**config.mk**
```make
export PLATFORM = sky130hd
export DESIGN_NAME = instruction_fetch_unit
export DESIGN_NICKNAME = d
export VERILOG_FILES = /design/src/rtl/instruction_fetch_unit.sv
export SDC_FILE = /design/constraint.sdc
export NUM_CORES = 1
export LEC_CHECK = 0
export ABC_AREA = 1
export CAP_MARGIN = 20
export CORE_MARGIN = 3
export CORE_UTILIZATION = 45
export DETAILED_ROUTE_END_ITERATION = 6
export GPL_ROUTABILITY_DRIVEN = 0
export HOLD_SLACK_MARGIN = 0.06
export PLACE_DENSITY = 0.77
export SETUP_SLACK_MARGIN = 0.2
export SLEW_MARGIN = 20
export SYNTH_ARGS = -nofsm -noshare
export SYNTH_HDL_FRONTEND = slang
export SYNTH_SLANG_ARGS = --single-unit
```
**constraint.sdc**
```tcl
create_clock -name clk -period 2.55 [get_ports clk]
set_input_delay 0.255 -clock clk [delete_from_list [all_inputs] [get_ports clk]]
set_output_delay 0.255 -clock clk [all_outputs]
set_load 0.005 [all_outputs]
```
**src/rtl/instruction_fetch_unit.sv**
```systemverilog
// Fetch stage: owns the PC, issues single-word instruction reads with a
// variable-latency ready handshake, and strobes captured words to the decoder.
module instruction_fetch_unit #(
    parameter logic [15:0] RESET_PC   = 16'h0000,
    parameter int unsigned WAIT_LIMIT = 15
) (
    input  logic        clk,
    input  logic        reset,
    input  logic        fetch_start,
    input  logic        pc_load,
    input  logic [15:0] pc_in,
    output logic [15:0] mem_addr,
    output logic        mem_rd,
    input  logic [15:0] mem_rdata,
    input  logic        mem_ready,
    output logic [15:0] inst_data,
    output logic        inst_en,
    output logic [15:0] pc_out,
    output logic        busy,
    output logic        fetch_fault
);

    typedef enum logic {
        IDLE = 1'b0,
        REQ  = 1'b1
    } state_e;

    // Last not-ready cycle index before the request is abandoned.
    localparam logic [7:0] WAIT_LAST = 8'(WAIT_LIMIT - 1);

    state_e      state_q, state_d;
    logic [15:0] pc_q, pc_d;
    logic [15:0] addr_q, addr_d;
    logic [15:0] inst_q, inst_d;
    logic        rd_q, rd_d;
    logic        en_q, en_d;
    logic        fault_q, fault_d;
    logic        flush_q, flush_d;
    logic [7:0]  wait_q, wait_d;
    logic [15:0] target;

    assign target = pc_load ? pc_in : pc_q;

    // NOTE: every *_d gets a hold/default value first so no path leaves it
    // unassigned; that is what keeps this block free of inferred latches.
    always_comb begin
        state_d = state_q;
        pc_d    = pc_q;
        addr_d  = addr_q;
        inst_d  = inst_q;
        rd_d    = rd_q;
        en_d    = 1'b0;
        fault_d = fault_q;
        flush_d = flush_q;
        wait_d  = wait_q;

        // A PC load always takes effect; fault-raising events below override the clear.
        if (pc_load) begin
            pc_d    = pc_in;
            fault_d = 1'b0;
        end

        case (state_q)
            IDLE: begin
                if (fetch_start) begin
                    if (target[0]) begin
                        fault_d = 1'b1;
                    end else begin
                        state_d = REQ;
                        rd_d    = 1'b1;
                        addr_d  = target;
                        wait_d  = 8'd0;
                        flush_d = 1'b0;
                    end
                end
            end
            REQ: begin
                if (mem_ready) begin
                    state_d = IDLE;
                    rd_d    = 1'b0;
                    flush_d = 1'b0;
                    // A load now or earlier in this request discards the returned word.
                    if (!(flush_q || pc_load)) begin
                        inst_d = mem_rdata;
                        pc_d   = 16'(addr_q + 16'd2);
                        en_d   = 1'b1;
                    end
                end else if (wait_q == WAIT_LAST) begin
                    state_d = IDLE;
                    rd_d    = 1'b0;
                    flush_d = 1'b0;
                    fault_d = 1'b1;
                end else begin
                    wait_d = wait_q + 8'd1;
                    if (pc_load) flush_d = 1'b1;
                end
            end
            default: state_d = IDLE;
        endcase
    end

    // NOTE: state registers use non-blocking assignments so every flop samples
    // the pre-edge value of the others, independent of statement order.
    always_ff @(posedge clk or negedge reset) begin
        if (!reset) begin
            state_q <= IDLE;
            pc_q    <= RESET_PC;
            addr_q  <= RESET_PC;
            inst_q  <= 16'h0000;
            rd_q    <= 1'b0;
            en_q    <= 1'b0;
            fault_q <= 1'b0;
            flush_q <= 1'b0;
            wait_q  <= 8'd0;
        end else begin
            state_q <= state_d;
            pc_q    <= pc_d;
            addr_q  <= addr_d;
            inst_q  <= inst_d;
            rd_q    <= rd_d;
            en_q    <= en_d;
            fault_q <= fault_d;
            flush_q <= flush_d;
            wait_q  <= wait_d;
        end
    end

    assign mem_addr    = addr_q;
    assign mem_rd      = rd_q;
    assign inst_data   = inst_q;
    assign inst_en     = en_q;
    assign pc_out      = pc_q;
    assign busy        = (state_q == REQ);
    assign fetch_fault = fault_q;

endmodule

```
Yosys cells after proc, flatten, opt, wreduce, memory -nomap -nowiden
Cells that the tools add are included.
{ "word_totals": {"ff_bits": 60, "input_bits": 37, "output_inout_bits": 52} }
{ "classes": {"add_sub_neg": 2, "n_eq_ne": 7, "mux": 34, "bitwise": 3, "reduce_logical": 6} }
{ "op_table": {"columns": ["operator", "n"], "rows": [
  ["2-to-1 mux 16 bit", 4],
  ["2-to-1 mux 8 bit", 4],
  ["2-to-1 mux 1 bit", 21],
  ["adder 16 x 2 -> 16 bit, second input constant", 1],
  ["one-hot mux 8 bit (2 select lines)", 1],
  ["AND reduction 3 bit", 4],
  ["adder 8 x 1 -> 8 bit, second input constant", 1],
  ["== test 8 x 4 -> 1 bit, second input constant", 1],
  ["inequality test 2 bit, second input constant", 4],
  ["one-hot mux 1 bit (2 select lines)", 4],
  ["inequality test 4 x 3 -> 1 bit, second input constant", 1],
  ["AND reduction 4 bit", 1],
  ["inequality test 3 x 2 -> 1 bit, second input constant", 1],
  ["inverter 1 bit", 3],
  ["logical OR 1 bit", 1]
]} }

Longest topological paths before layout
Gate-level depths: netlist (run 1).
{ "logic_depth": {"ltp_word": 4, "mapped_depth": 10, "mapped_depth_nobuf": 9} }

Worst setup path before layout (run 1)
Ideal clock, no wire load.
{ "synth_path": {"kind": "flip-flop to flip-flop", "startpoint": "register addr_q[1], in the netlist mem_addr[1]", "endpoint": "register pc_q[11], in the netlist pc_out[11]", "setup_ns": 0.117, "arrival_time_ns": 1.227, "required_time_ns": 2.433, "setup_slack_ns": 1.206, "stages_incl_launch_ff": 8, "n_path_buf": 0, "path_cell_list": "dfrtp_1 > ha_1 > nand3_1 > nor2_1 > nand2_1 > xor2_1 > nand2_1 > nand2_1"} }
{ "synth_between": {"elab_chain_len": 4} }
{ "synth_rtl": {"columns": ["element", "line", "source"], "rows": [
  ["start: declaration", "33", "logic [15:0] addr_q, addr_d;"],
  ["start signal: assignment", "118", "addr_q <= addr_d;"],
  ["adder 16 x 2 -> 16 bit", "85", "pc_d = 16'(addr_q + 16'd2);"],
  ["2-to-1 mux 16 bit", "83", "if (!(flush_q || pc_load)) begin"],
  ["2-to-1 mux 16 bit", "78", "if (mem_ready) begin"],
  ["2-to-1 mux 16 bit", "63", "case (state_q)"],
  ["net pc_d[11]", "32", "logic [15:0] pc_q, pc_d;"],
  ["end signal: assignment", "117", "pc_q <= pc_d;"],
  ["end: declaration", "32", null]
]} }
The timed path passes the listed nets, and every way through them passes these cells.
A chain may end at the register's enable or synchronous reset.

Final worst setup path (run 1)
{ "layout_path": {"startpoint": "input port pc_load", "endpoint": "register addr_q[2], in the netlist mem_addr[2]"} }
{ "layout_between": {"elab_chain_len": 3} }
{ "layout_rtl": {"columns": ["element", "line", "source"], "rows": [
  ["start: declaration", "10", "input logic pc_load,"],
  ["2-to-1 mux 16 bit *", "42", "assign target = pc_load ? pc_in : pc_q;"],
  ["inverter 1 bit (no line)", null, null],
  ["AND reduction 3 bit (no line)", null, null]
]} }
Every way passes the cells marked *; elsewhere a longest branch is shown, timed or not.

==> results of run 1 <==
==> metal layers <==
metal / up-vias / part of all wire (%) / global-route usage [%]
met1: 1281 / 43 / 26.9
met2: 91 / 48 / 33.4
li1: 1399 / - / -
met5: - / 0 / 0
met4: 0 / 1.3 / 7.39
met3: 8 / 8.0 / 6.68
==> path summary, 6_finish.rpt <==
| path | from | to | cells past startpoint |
|---|---|---|---|
| max in group asynchronous | reset | busy | 2 |
| max reg2reg | mem_addr[1] | pc_out[11] | 7 |
| min | reset | pc_out[5] | 2 |
| min in group clk | mem_rdata[14] | inst_data[14] | 3 |
| max | pc_load | mem_addr[2] | 9 |
| min reg2reg | mem_rd | mem_rd | 2 |
==> cell families after synthesis <==
kind of cell             count (synthesis)  share of synthesized area, %
flip-flops                              60                          50.2
buffers and inverters                   46                          7.07
other                                    1                         0.125
adder cells (fa/ha/maj)                  3                          1.25
AND/OR/NAND/NOR                        243                          33.3
AO/OA/AOI/OAI                           32                          5.98
XOR/XNOR                                 7                          2.05
==> worst register-to-register path, delay by kind of cell (launching register included) <==
family,cells,cell delay [ns]
adder cells (fa/ha/maj),1,0.22
flip-flops,1,0.46
XOR/XNOR,1,0.16
AND/OR/NAND/NOR,5,0.65
==> state kept, by name (all words and copies together), names as in the netlist <==
| name | flops |
|---|---|
| busy | 1 |
| inst_data | 16 |
| inst_en | 1 |
| flush_q | 1 |
| wait_q | 8 |
| mem_rd | 1 |
| pc_out | 16 |
| mem_addr | 15 |
| fetch_fault | 1 |
==> cell type report <==
class / instances / area [µm²]
clock inverter: 7 / 60.1
multi-input combinational: 286 / 1280
timing repair buffer: 90 / 888
sequential: 60 / 1500
fill: 558 / 2320
clock buffer: 9 / 124
inverter: 31 / 121
tap: 77 / 96.3
==> cell usage in the layout (no fill, tap or decap), drive strengths merged, types with 2 or more instances in the layout <==
cell type / synthesis / layout
dfrtp: 60 / 60
o21ai: 20 / 20
nand3: 23 / 23
o31ai: 2 / 2
ha: 3 / 3
clkinvlp: 0 / 3
buf: 13 / 4
a31oi: 7 / 7
clkbuf: 2 / 9
nand4: 6 / 6
inv: 31 / 34
nand2: 180 / 180
nor2: 31 / 31
clkdlybuf4s50: 0 / 86
xor2: 6 / 6
==> cells in the mapped netlist (all sizes together) <==
master / count / area share (%)
a22oi: 1 / 0.25
nor3b: 1 / 0.25
nor2: 31 / 4.1
a21oi: 1 / 0.17
nand3b: 1 / 0.25
xnor2: 1 / 0.29
a31oi: 7 / 1.5
conb: 1 / 0.13
o21ai: 20 / 3.3
nand4: 6 / 1.3
nand2: 180 / 23
inv: 31 / 4.1
nand3: 23 / 4.0
ha: 3 / 1.3
o21bai: 1 / 0.25
buf: 13 / 2.8
xor2: 6 / 1.8
o31ai: 2 / 0.50
nor3: 1 / 0.17
dfrtp: 60 / 50
clkbuf: 2 / 0.25
==> power groups by stage <==
stage,Sequential [mW],Combinational [mW],Clock (mW)
3_3_place_gp,1.41,1.02,0
4_1_cts,1.40,1.05,0.814
6_report,1.40,1.04,0.798
3_5_place_dp,1.41,1.05,0
2_1_floorplan,1.40,0.424,0
5_1_grt,1.44,1.16,0.863
==> impl_metrics.tcl, run 1 <==
set metrics [dict create \
    final_cells 560 \
    track_usage_pct 20.9 \
    swShare_pct 33.4 \
    fmax_ghz 0.582 \
    cts_tree "yes" \
    finalPower_mw 3.24 \
    path_max_fanout 30 \
    dieHeight_um 87.5 \
    startpoint_type "input pin" \
    critPathMaxStageDelay_ns 0.63 \
    fin_util_pct 63.7 \
    setup_viol 0 \
    slew_viol_final 0 \
    p_int_mw 2.16 \
    gr-total-overflow 0 \
    worst_pin_slew_ns 0.736 \
    crit_path_cell_trace "clkdlybuf4s50_1 -> inv_4 -> nand2_2 -> nand2_4 -> inv_4 -> nand2_4 -> inv_2 -> nor2_1 -> a31oi_1" \
    p_leak_nw 1.97 \
    p_seq_share_pct 43.3 \
    hold_ws_ns 0.0380 \
    wl_per_cell_um 13.3 \
    n_antenna_cell 0 \
    clock_path_buffers 2 \
    cp-end-kind "register" \
    ys_seq_area_share_pct 50.2 \
    hold_viol_final 0 \
    rrSetupSlack_ns 0.94 \
    drt_wl_total_mm 7.43 \
    pre_cts_slack_ns 0.478 \
    finalCritPeriodShare_pct 67.4 \
    synth_area_um2 2990 \
    via_per_inst 4.96 \
    nets 518 \
    combPwrFrac_pct 32.0 \
    grt_max_degree 61 \
    drt_iter0_drc 120 \
    finalInstanceArea_um2 4070 \
    post-route-min-period_ns 1.72 \
    synth.distinct_cells 30 \
    drtAntennaViolNets 0 \
    syn2layout_area_growth_pct 36.1 \
    firstDrtPassIters 4 \
    required_ns 2.81 \
    slowest_stage "clkdlybuf4s50_1" \
    clock-sinks 60 \
    crit_arrival_ns 1.98 \
    maxCapViolations 0 \
    power_frac_clock_pct 24.6 \
    path_delay_family "buffers and inverters" \
    yosys_register_bits 60 \
    clock_latency_ns 0.35 \
    die_area_um2 7660 \
    initial_core_util_pct 46.8 \
    grt_pass1_wl_mm 12.3 \
    port_buffers 87 \
    grt_pass1_vias 2679 \
    post_route_cells_drive_above_1_share_pct 6.42 \
    slew_headroom_pct 50.9 \
    core_area_um2 6390 \
    pin_count 89 \
    outcome "finished clean" \
    avgSynthCellArea_um2 7.63 \
    cts_setup_buffers 0 \
    yosysWarnings 0 \
    cts_resized 0 \
    crit_type "in -> reg" \
    place_area_um2 3890 \
    syn_nets 432 \
    ctsHoldBuffers 0 \
    clockRootBuffer "clkbuf_8" \
    rsz0062_at_grt "false" \
    setup_slack_ns 0.832 \
    hold_class "in -> async" \
    num_rows 29 \
    cts_buffers 9 \
    clk_pin_slew_ns 0.08 \
    netlist_instances 392 \
    fin_tns_setup_ns 0 \
    p_per_area_nw_per_um2 796 \
    numPlacedInstances 544 \
    vdd_drop_max_mv 0.543 \
    antenna_found_initial 0 \
    dieWidth_um 87.5 \
    finalClockSkew_ns 0.00892 \
    drcViolationCount 0 \
    hpwl_mm 5.28 \
    path_buf_inv 4 \
    htree_levels 3 \
    via_count 2779 \
    switchingPower_mw 1.08 \
]
No activity file was read; power rests on OpenSTA's default activity.
==> run 2: changes to the inputs <==
CORE_UTILIZATION = 43   (was 45)
clock period = 1.4 ns   (was 2.55 ns; I/O delays follow)
==> run 2 against run 1 <==
Net effect: the run now ends with setup timing left; utilization rose by 16 points; largest power group is now combinational cells; non-clock buffer count grew 73; routed wire length is 53% higher; sequential power is 76% higher; die area grew 4.3%.
==> impl_metrics.tcl, run 2 (same netlist as run 1, synthesis figures left out) <==
set metrics [dict create \
    p_per_area_nw_per_um2 1400 \
    critPathMaxStageDelay_ns 0.46 \
    post-route-min-period_ns 1.47 \
    power_frac_clock_pct 24.3 \
    clockRootBuffer "clkbuf_8" \
    die_area_um2 7990 \
    cts_buffers 9 \
    htree_levels 3 \
    final_cell_mix "nand2_1, dfrtp_1, dlygate4sd2_1, buf_4, clkdlybuf4s50_1" \
    fmax_ghz 0.679 \
    setup_viol 6 \
    cp-end-kind "register" \
    clk_pin_slew_ns 0.08 \
    combPwrFrac_pct 41.6 \
    nets 594 \
    track_usage_pct 24.1 \
    gr-total-overflow 0 \
    switchingPower_mw 2.47 \
    required_ns 1.68 \
    core_area_um2 6530 \
    hpwl_mm 5.76 \
    finalCritPeriodShare_pct 105 \
    rsz0062_at_grt "true" \
    initial_core_util_pct 45.8 \
    p_int_mw 4.78 \
    crit_type "reg -> reg" \
    dieWidth_um 89.4 \
    grt_max_degree 45 \
    grt_pass1_wl_mm 14.5 \
    setup_slack_ns -0.0727 \
    mostFrequentLayoutCell "nand2_1" \
    finalClockSkew_ns 0.0127 \
    drcViolationCount 0 \
    num_rows 29 \
    syn2layout_area_growth_pct 73.3 \
    slowest_stage "dfrtp_1" \
    maxCapViolations 0 \
    swShare_pct 34.1 \
    place_area_um2 4090 \
    outcome "finished with violations" \
    clock_path_buffers 2 \
    drtAntennaViolNets 0 \
    grt_pass1_vias 3157 \
    antenna_found_initial 0 \
    drt_iter0_drc 330 \
    firstDrtPassIters 5 \
    crit_arrival_ns 1.76 \
    p_leak_nw 2.65 \
    p_seq_share_pct 34.1 \
    finalInstanceArea_um2 5180 \
    hold_class "in -> async" \
    startpoint_type "register" \
    drt_wl_total_mm 11.4 \
    port_buffers 87 \
    clock-sinks 60 \
    dieHeight_um 89.4 \
    slew_viol_final 0 \
    post_route_cells_drive_above_1_share_pct 31.3 \
    violations "setup timing" \
    wl_per_cell_um 17.9 \
    via_count 3486 \
    cts_tree "yes" \
    clock_latency_ns 0.35 \
    hold_viol_final 0 \
    via_per_inst 5.47 \
    vdd_drop_max_mv 0.722 \
    path_max_fanout 4 \
    pin_count 89 \
    crit_path_cell_trace "nand3_1 -> nor2_4 -> buf_6 -> nand3_2 -> a21oi_2 -> nand2_1 -> nand2_1" \
    cp_common_cell "nand2_1" \
    pre_cts_slack_ns -0.297 \
]
-- run 2: final timing paths --
path	cells after the start	end	slack [ns]	start
max	7	pc_out[12]	-0.07	mem_addr[5]
min	2	pc_out[7]	0.25	reset
max reg2reg	7	pc_out[12]	-0.07	mem_addr[5]
min reg2reg	2	inst_data[9]	0.48	inst_data[9]
max in group asynchronous	3	busy	0.54	reset
min in group clk	3	inst_data[4]	0.33	mem_rdata[4]
-- run 2: power groups by stage --
stage | Combinational, mW | Sequential, mW | Clock [mW]
after floorplan | 0.784 | 2.55 | 0
after global placement | 2.05 | 2.54 | 0
after detailed placement | 2.11 | 2.56 | 0
after CTS | 2.40 | 2.44 | 1.76
after global routing | 3.24 | 2.51 | 1.85
final | 3.01 | 2.47 | 1.77
-- run 2: layer usage --
layer | share of wire [%] | vias up | global-route usage (%)
met4 | 5.7 | 0 | 12.2
met3 | 8.8 | 69 | 5.16
met5 | 0 | - | 0
met1 | 35 | 1646 | 27.8
li1 | - | 1554 | -
met2 | 50 | 217 | 41.9
-- run 2: cell type report --
| class | instances | area [µm²] |
|---|---|---|
| antenna | 1 | 2.50 |
| inverter | 31 | 139 |
| clock buffer | 12 | 145 |
| tap | 77 | 96.3 |
| sequential | 60 | 1510 |
| multi-input combinational | 286 | 1620 |
| fill | 399 | 1350 |
| timing repair inverter | 3 | 48.8 |
| clock inverter | 4 | 72.6 |
| timing repair buffer | 163 | 1550 |
-- run 2: worst max-delay path, delay by kind of cell (launching register included) --
family	cells	cell delay [ns]
AO/OA/AOI/OAI	1	0.15
buffers and inverters	1	0.15
flip-flops	1	0.46
AND/OR/NAND/NOR	5	0.65
-- run 2: timing repair --
item	CTS	global route
hold endpoints to repair	16	0
gates cloned	1	4
hold buffers	1	0
setup buffers	33	14
setup endpoints to repair	88	65
gates resized for setup	97	93
pin swaps	14	22
-- run 2: per-stage QoR --
step                std cells  utilization [%]  TNS, ns  power (mW)  hold WS (ns)
detailed placement        567             62.7    -7.99        4.66        0.0849
floorplan                 392                -        0        3.34        -0.156
global route              636             79.3    -1.17        7.59         0.311
CTS                       618             71.7        0        6.60         0.256
global placement          567             62.7    -6.73        4.59        0.0829
finish                    637             79.4   -0.160        7.25         0.255
==> run 3: changes to the inputs <==
GPL_ROUTABILITY_DRIVEN = unset   (was 0)
==> run 3 against run 2 <==
Net effect: the run now ends clean; clock power fell by 22%; clock skew down 0.0069 ns; cell count fell by 2.7%; count of clock-buffer cells in the layout up 1; worst setup slack better by 0.097 ns; sequential power about the same; critical path type unchanged; highest routed layer unchanged.
==> impl_metrics.tcl, run 3 (same netlist as run 1, synthesis figures left out) <==
set metrics [dict create \
    outcome "finished clean" \
    track_usage_pct 24.6 \
    startpoint_type "register" \
    slew_viol_final 0 \
    dieWidth_um 89.4 \
    p_leak_nw 2.48 \
    cts_buffers 9 \
    slowest_stage "dfrtp_1" \
    drtAntennaViolNets 0 \
    crit_type "reg -> reg" \
    p_seq_share_pct 37.1 \
    fin_tns_setup_ns 0 \
    numPlacedInstances 568 \
    core_area_um2 6530 \
    clk_pin_slew_ns 0.07 \
    regToRegStartpoint "mem_addr[1]" \
    setup_viol 0 \
    post-route-min-period_ns 1.38 \
    hold_class "in -> async" \
    slew_headroom_pct 64.9 \
    switchingPower_mw 2.30 \
    antenna_found_initial 0 \
    pin_count 89 \
    final_cells 620 \
    power_frac_clock_pct 20.9 \
    final_cell_mix "nand2_1, dfrtp_1, dlygate4sd2_1, buf_4, clkdlybuf4s50_1" \
    finalCritPeriodShare_pct 98.3 \
    mostFrequentLayoutCell "nand2_1" \
    firstDrtPassIters 5 \
    required_ns 1.65 \
    cts_tree "yes" \
    drt_wl_total_mm 10.1 \
    gp_congestion 0.857 \
    drcViolationCount 0 \
    grt_pass1_wl_mm 14.9 \
    finalClockSkew_ns 0.00585 \
    nets 579 \
    via_count 3237 \
    dieHeight_um 89.4 \
    hold_viol_final 0 \
    swShare_pct 34.9 \
    path_delay_family "flip-flops" \
    critPathMaxStageDelay_ns 0.40 \
    syn2layout_area_growth_pct 62.4 \
    crit_arrival_ns 1.63 \
    num_rows 29 \
    clock_path_buffers 2 \
    clockRootBuffer "clkbuf_8" \
    die_area_um2 7990 \
    clock-sinks 60 \
    cp-end-kind "register" \
    drt_iter0_drc 203 \
    vdd_drop_max_mv 0.829 \
    initial_core_util_pct 45.8 \
    worst_pin_slew_ns 0.527 \
    path_buf_inv 3 \
    via_per_inst 5.22 \
    post_route_cells_drive_above_1_share_pct 26.7 \
    grt_max_degree 31 \
    rsz0062_at_grt "true" \
    worstSetupStartpoint "mem_addr[1]" \
    fin_util_pct 74.4 \
    htree_levels 3 \
    fmax_ghz 0.727 \
    maxCapViolations 0 \
    combPwrFrac_pct 42.0 \
    n_antenna_cell 0 \
    p_per_area_nw_per_um2 1360 \
    crit_path_cell_trace "buf_6 -> ha_4 -> nand3_4 -> inv_4 -> buf_6 -> nand2_2 -> nand2_2 -> a31oi_2" \
    hpwl_mm 5.83 \
    wl_per_cell_um 16.3 \
    path_max_fanout 4 \
    clock_latency_ns 0.34 \
    p_int_mw 4.30 \
    grt_pass1_vias 3281 \
    port_buffers 87 \
    gr-total-overflow 0 \
]
## run 3: cell types whose count changed in the layout (fill, tap and decap cells not counted), moves of 3 or more
cell | before | now
nand2_1 | 151 | 161
nor2_4 | 5 | 8
o21ai_1 | 12 | 19
buf_6 | 22 | 13
clkinv_8 | 4 | 1
nand2_2 | 20 | 13
nand2_4 | 7 | 4
o21ai_2 | 7 | 1
## run 3: repair_timing
action | CTS | global route
cloned | 0 | 2
pin swaps | 20 | 16
setup buffers | 31 | 3
hold buffers | 1 | 0
setup endpoints to repair | 86 | 60
hold endpoints to repair | 18 | 0
gates resized for setup | 104 | 48
## run 3: final cells by class
| type | instances | area, µm² |
|---|---|---|
| flip-flops and latches | 60 | 1500 |
| clock buffers | 13 | 159 |
| multi-input cells | 286 | 1570 |
| well taps | 77 | 96.3 |
| clock inverters | 2 | 10.0 |
| repair buffers | 149 | 1360 |
| repair inverters | 2 | 20.0 |
| fillers | 478 | 1670 |
| inverters | 31 | 139 |
## run 3: power by group through the flow
stage	sequential [mW]	clock, mW	combinational [mW]
floorplan	2.55	0	0.784
global placement	2.55	0	2.06
detailed placement	2.56	0	2.12
CTS	2.43	1.40	2.46
global route	2.49	1.49	3.00
finish	2.45	1.38	2.78
## run 3: layer usage
layer,up-vias,track usage [%],routed length [µm]
met2,175,43.5,5060
met5,-,0,0
met4,0,10.1,451
met1,1501,27.5,3800
li1,1517,-,-
met3,44,7.10,779
## run 3: metrics by stage
| step | worst slack, ns | cell area, µm² | hold WS [ns] | power [mW] |
|---|---|---|---|---|
| 5_1_grt | -0.0133 | 4860 | 0.337 | 6.99 |
| 3_5_place_dp | -0.310 | 4110 | 0.133 | 4.68 |
| 4_1_cts | 0.0604 | 4650 | 0.311 | 6.28 |
| 3_3_place_gp | -0.242 | 4110 | 0.129 | 4.60 |
| 2_1_floorplan | 0.116 | 3010 | -0.156 | 3.34 |
| 6_report | 0.0238 | 4860 | 0.318 | 6.60 |
## run 3: worst reg2reg max path: stages (launching register included)
cell	delay, ns
dfrtp_1	0.40
buf_6	0.13
ha_4	0.16
nand3_4	0.13
inv_4	0.05
buf_6	0.11
nand2_2	0.05
nand2_2	0.06
a31oi_2	0.19
## run 3: final timing paths
path,endpoint,slack [ns],cells after the start
worst max-delay path,pc_out[9],0.02,8
worst min-delay path,mem_addr[3],0.32,2
worst max register to register,pc_out[9],0.02,8
worst min register to register,inst_data[11],0.48,2
max in group asynchronous,busy,0.55,3
min in group clk,inst_data[5],0.33,3
